--- config.mk ---
export PLATFORM = sky130hd
export DESIGN_NAME = led_panel_receiver
export DESIGN_NICKNAME = d
export VERILOG_FILES = /design/src/rtl/led_panel_receiver.sv
export SDC_FILE = /design/constraint.sdc
export NUM_CORES = 2
export LEC_CHECK = 0
export CAP_MARGIN = 20
export CORE_ASPECT_RATIO = 0.5
export CORE_MARGIN = 2
export CORE_UTILIZATION = 40
export CTS_BUF_LIST = sky130_fd_sc_hd__clkbuf_4 sky130_fd_sc_hd__clkbuf_8 sky130_fd_sc_hd__clkbuf_16
export DETAILED_ROUTE_END_ITERATION = 16
export DONT_BUFFER_PORTS = 1
export PLACE_DENSITY = 0.51
export REMOVE_ABC_BUFFERS = 1
export SYNTH_ARGS = -nofsm -noshare
export SYNTH_HDL_FRONTEND = slang
export SYNTH_SLANG_ARGS = --single-unit
export TNS_END_PERCENT = 5
--- constraint.sdc ---
create_clock -name i_clock -period 37.8 [get_ports i_clock]
set_input_delay 0 -clock i_clock [delete_from_list [all_inputs] [get_ports i_clock]]
set_output_delay 0 -clock i_clock [all_outputs]
set_load 0.01 [all_outputs]
--- src/rtl/led_panel_receiver.sv ---
// rtl/led_panel_receiver.sv - panel-side receiver: synchronizes shift/latch traffic into a row-pair framebuffer
module led_panel_receiver #(
  parameter int COLS = 32,
  parameter int ROWS = 16
) (
  input  logic                          i_clock,
  input  logic                          i_reset_n,
  input  logic                          i_lp_clock,
  input  logic                          i_lp_latch,
  input  logic                          i_lp_blank,
  input  logic [2:0]                    i_lp_rgb_0,
  input  logic [2:0]                    i_lp_rgb_1,
  input  logic [4:0]                    i_lp_address,
  input  logic [$clog2(COLS)-1:0]       i_read_x,
  input  logic [$clog2(ROWS)-1:0]       i_read_y,
  output logic [2:0]                    o_read_rgb,
  output logic                          o_row_valid,
  output logic [$clog2(ROWS/2)-1:0]     o_row_address,
  output logic                          o_frame_pulse,
  output logic                          o_blank,
  output logic                          o_shift_error
);

  localparam int XW   = $clog2(COLS);
  localparam int YW   = $clog2(ROWS);
  localparam int HALF = ROWS / 2;
  localparam int AW   = $clog2(HALF);
  localparam int CW   = XW + 1;
  localparam int SW   = 14;

  localparam logic [0:0] S_IDLE   = 1'b0;
  localparam logic [0:0] S_COMMIT = 1'b1;

  logic [SW-1:0]            lp_in;
  logic [SW-1:0]            sync_1;
  logic [SW-1:0]            sync_2;
  logic [1:0]               hist;
  logic                     s_clock;
  logic                     s_latch;
  logic [2:0]               s_rgb_0;
  logic [2:0]               s_rgb_1;
  logic [4:0]               s_address;
  logic                     clock_rise;
  logic                     latch_fall;
  logic [0:0]               state;
  logic                     commit;
  logic [AW-1:0]            commit_addr;
  logic [YW-1:0]            row_lo;
  logic [YW-1:0]            row_hi;
  logic [5:0]               sample;
  logic [CW-1:0]            shift_count;
  logic [5:0][COLS-1:0]     shreg;
  logic [2:0][COLS-1:0]     fb [ROWS];

  // All panel inputs share one synchronizer so data stays aligned with its clock edge.
  assign lp_in     = {i_lp_address, i_lp_rgb_1, i_lp_rgb_0, i_lp_blank, i_lp_latch, i_lp_clock};
  assign s_clock   = sync_2[0];
  assign s_latch   = sync_2[1];
  assign o_blank   = sync_2[2];
  assign s_rgb_0   = sync_2[5:3];
  assign s_rgb_1   = sync_2[8:6];
  assign s_address = sync_2[13:9];

  assign clock_rise  = s_clock & ~hist[0];
  assign latch_fall  = ~s_latch & hist[1];
  assign commit      = (state == S_COMMIT);
  assign commit_addr = AW'(int'(s_address) % HALF);
  assign row_lo      = YW'(commit_addr);
  assign row_hi      = YW'(int'(commit_addr) + HALF);
  assign sample      = {s_rgb_1, s_rgb_0};

  always_ff @(posedge i_clock) begin
    if (!i_reset_n) begin
      sync_1 <= '0;
      sync_2 <= '0;
      hist   <= '0;
    end else begin
      sync_1 <= lp_in;
      sync_2 <= sync_1;
      hist   <= {s_latch, s_clock};
    end
  end

  always_ff @(posedge i_clock) begin
    if (!i_reset_n) begin
      state <= S_IDLE;
    end else if (state == S_IDLE && latch_fall) begin
      state <= S_COMMIT;
    end else begin
      state <= S_IDLE;
    end
  end

  // Planes 0..2 are r0,g0,b0 (upper half), 3..5 are r1,g1,b1 (lower half); bit index is column.
  always_ff @(posedge i_clock) begin
    if (!i_reset_n) begin
      shreg <= '0;
    end else if (clock_rise) begin
      for (int k = 0; k < 6; k++) begin
        shreg[k] <= {shreg[k][COLS-2:0], sample[k]};
      end
    end
  end

  // An edge landing on the commit cycle is the first shift of the next row.
  always_ff @(posedge i_clock) begin
    if (!i_reset_n) begin
      shift_count <= '0;
    end else if (commit) begin
      shift_count <= clock_rise ? CW'(1) : '0;
    end else if (clock_rise && shift_count != '1) begin
      shift_count <= shift_count + CW'(1);
    end
  end

  always_ff @(posedge i_clock) begin
    if (!i_reset_n) begin
      for (int i = 0; i < ROWS; i++) begin
        fb[i] <= '0;
      end
      o_read_rgb <= '0;
    end else begin
      if (commit) begin
        fb[row_lo] <= shreg[2:0];
        fb[row_hi] <= shreg[5:3];
      end
      o_read_rgb <= {fb[i_read_y][2][i_read_x], fb[i_read_y][1][i_read_x], fb[i_read_y][0][i_read_x]};
    end
  end

  always_ff @(posedge i_clock) begin
    if (!i_reset_n) begin
      o_row_valid   <= 1'b0;
      o_row_address <= '0;
      o_frame_pulse <= 1'b0;
      o_shift_error <= 1'b0;
    end else begin
      o_row_valid   <= commit;
      o_frame_pulse <= commit && (commit_addr == AW'(HALF - 1));
      if (commit) begin
        o_row_address <= commit_addr;
        if (shift_count != CW'(COLS)) begin
          o_shift_error <= 1'b1;
        end
      end
    end
  end

endmodule

==> results.json <==
{
  "min_period_over_period": 0.145,
  "cts_resized": 0,
  "synth_top_cell_by_area": "edfxtp_1",
  "synth_ff_type": "edfxtp_1",
  "grt_use_total": 0.234,
  "seqPwrFrac": 0.524,
  "power_frac_comb": 0.051,
  "worst_ep_required_time_ns": 38.22,
  "finalWirelength_mm": 234,
  "finalHoldViolations": 0,
  "finalSetupTns_ns": 0,
  "drive_gt1_frac": 0.122,
  "cts_buffers": 176,
  "synth_area_leaders": "edfxtp_1 (59%), and2_1 (11%), mux4_2 (6.9%), dfxtp_1 (6.0%), mux2i_1 (2.5%)",
  "wire_per_inst_um": 29.3,
  "die_h_um": 317,
  "synth_edf_count": 1536,
  "cts_buffer_depth": 4,
  "synth_cell_types": 68,
  "htree_num_levels": 4,
  "clock_latency_ns": 0.83,
  "rsz0062_at_grt": "false",
  "vias": 45600,
  "slew_viol_final": 76,
  "grt_pass1_vias": 47100,
  "critPathArrivalTime_ns": 5.89,
  "clkPwrFrac": 0.425,
  "leakage_uw": 0.0312,
  "swShare": 0.217,
  "drt_pass1_iterations": 5,
  "setup_viol_count_final": 0,
  "worst_setup_path_end_kind": "flip-flop",
  "p_total_uw": 4180,
  "tightest_slew_ns": 1.64,
  "violations": "slew limit",
  "synth_common_cells": "edfxtp_1 (1536), and2_1 (1372), nand2_1 (430)",
  "powerDensity_nw_per_um2": 48.4,
  "dieWidth_um": 630,
  "path_clk_slew_ns": 0.06,
  "overflow": 0,
  "slew-limit-headroom": -0.0921,
  "yosysTopAreaCellShare": 0.588,
  "p_sw_uw": 904,
  "initial_core_util": 0.404,
  "die-area_um2": 200000,
  "yosysMostFrequentCell": "edfxtp_1",
  "rows": 114,
  "power.internal_uw": 3270,
  "synth_seq_cells": 1770,
  "ant_nets": 0,
  "critPathLaunchType": "input port",
  "grt_max_degree": 446,
  "cts_root_buffer": "clkbuf_16",
  "numClockSinks": 1770,
  "ir_worst_vdd_v": 0.0000334,
  "post-route-util": 0.445,
  "initialDrtViolationCount": 5076,
  "gp_congestion": 0.729,
  "path_max_fanout": 231,
  "synth.avg_cell_area_um2": 14.6,
  "ys_seq_area_frac": 0.648,
  "status": "finished, violations left",
  "synthArstFlopShare": 0,
  "drc": 0,
  "dp_hpwl_mm": 109,
  "pre_cts_ws_ns": 32.68,
  "hp-class": "in -> reg",
  "synth-warning-count": 0,
  "nFillCells": 17200,
  "dp_cells": 7639,
  "drt-vias-per-instance": 5.71,
  "grt_antenna_before_repair": 14,
  "synth_area_um2": 78400,
  "num_io_pins": 35,
  "cts_tree": "yes",
  "worst-r2r-setup-slack_ns": 32.79,
  "port_buffers": 0,
  "area_delta_synth_final_pct": 10.2,
  "core_area_um2": 194000,
  "fin_skew_ns": 0.0412,
  "path_class": "in -> reg",
  "post-route-min-period_ns": 5.47,
  "finalNonFillerCells": 7997,
  "fmax_mhz": 183,
  "nets": 5272,
  "drv_cap": 0,
  "fin_ws_ns": 32.33,
  "grt_pass1_wl_mm": 335,
  "synthCells": 5358
}
## power by group through the flow
stage / combinational [uW] / clock (uW) / sequential (uW)
2_1_floorplan: 117 / 0 / 2260
5_1_grt: 220 / 1890 / 2190
3_5_place_dp: 199 / 0 / 2230
6_report: 211 / 1780 / 2190
4_1_cts: 210 / 1810 / 2190
3_3_place_gp: 199 / 0 / 2230
## flip-flops by register name, summed over array words and instances (netlist names)
register       count
sync_1            12
shift_count        6
sync_2            12
hist               2
o_shift_error      1
o_row_address      3
fb              1536
o_frame_pulse      1
o_row_valid        1
o_read_rgb         3
shreg            192
commit             1
## kinds of logic after synthesis
family | Yosys count | synth area share
buf+inv | 419 | 0.0310
mux | 502 | 0.117
compound gates | 516 | 0.0474
fa+ha+maj | 2 | 0.000319
xor+xnor | 3 | 0.000335
flops | 1770 | 0.648
simple gates | 2146 | 0.156
## per-stage QoR
step	area, um^2	hold WS [ns]
finish	86400	0.0988
global route	86300	0.0568
CTS	86300	0.0203
detailed placement	80200	0.130
global placement	80200	0.128
floorplan	76000	0.0971
## final timing paths
path / depth (start not counted) / to / start
setup reg to reg: 6 / fb[6][52]$_SDFFCE_PN0P_ / commit$_SDFF_PN0_
setup / recovery: 8 / fb[6][52]$_SDFFCE_PN0P_ / i_reset_n
hold reg to reg: 1 / commit$_SDFF_PN0_ / sync_2[1]$_SDFF_PN0_
hold / removal: 3 / fb[12][19]$_SDFFCE_PN0P_ / i_reset_n
## worst max-delay path: stages
cell and delay [ns]:
dlygate4sd3_1 0.82, buf_16 0.83, and2_1 0.28, nand2_1 0.34, o21ai_4 0.85, buf_4 0.81, buf_4 0.83, buf_4 0.84
## metal layers
layer	routed length, um	vias to the layer above	global-route usage
met2	108000	1675	0.373
met3	19400	277	0.0500
met4	4290	0	0.0497
li1	-	19600	-
met1	102000	24100	0.330
met5	0	-	0
## final cells by class
cell class	instances	area, um^2	area share
Clock buffer	243	5020	0.0582
Clock inverter	71	689	0.00798
Multi-Input combinational cell	3169	25300	0.293
Antenna cell	6	15.0	0.000174
Timing Repair Buffer	118	1180	0.0136
Inverter	10	37.5	0.000435
Tap cell	2610	3270	0.0378
Sequential cell	1770	50800	0.588
## cell usage in the layout (no fill, tap or decap), types with 46 or more instances in the layout
cell type  netlist  final
a21boi_0       193    193
a21oi_1         67     67
a22oi_1         46     46
and2_1        1372   1372
and3_1         196    195
buf_4           12     67
clkbuf_16        0    177
clkbuf_4         0     50
dfxtp_1        234    234
edfxtp_1      1536   1536
mux2i_1        192    192
mux4_1          70     70
mux4_2         239    239
nand2_1        430    429
o221ai_1        69     69
## repair_timing
action                                  CTS  global route
hold endpoints to repair                526             0
endpoints found under the setup margin    0             0
hold buffers                             37             0
buffers inserted                          0             0
Power figures use the tool's default switching activity.
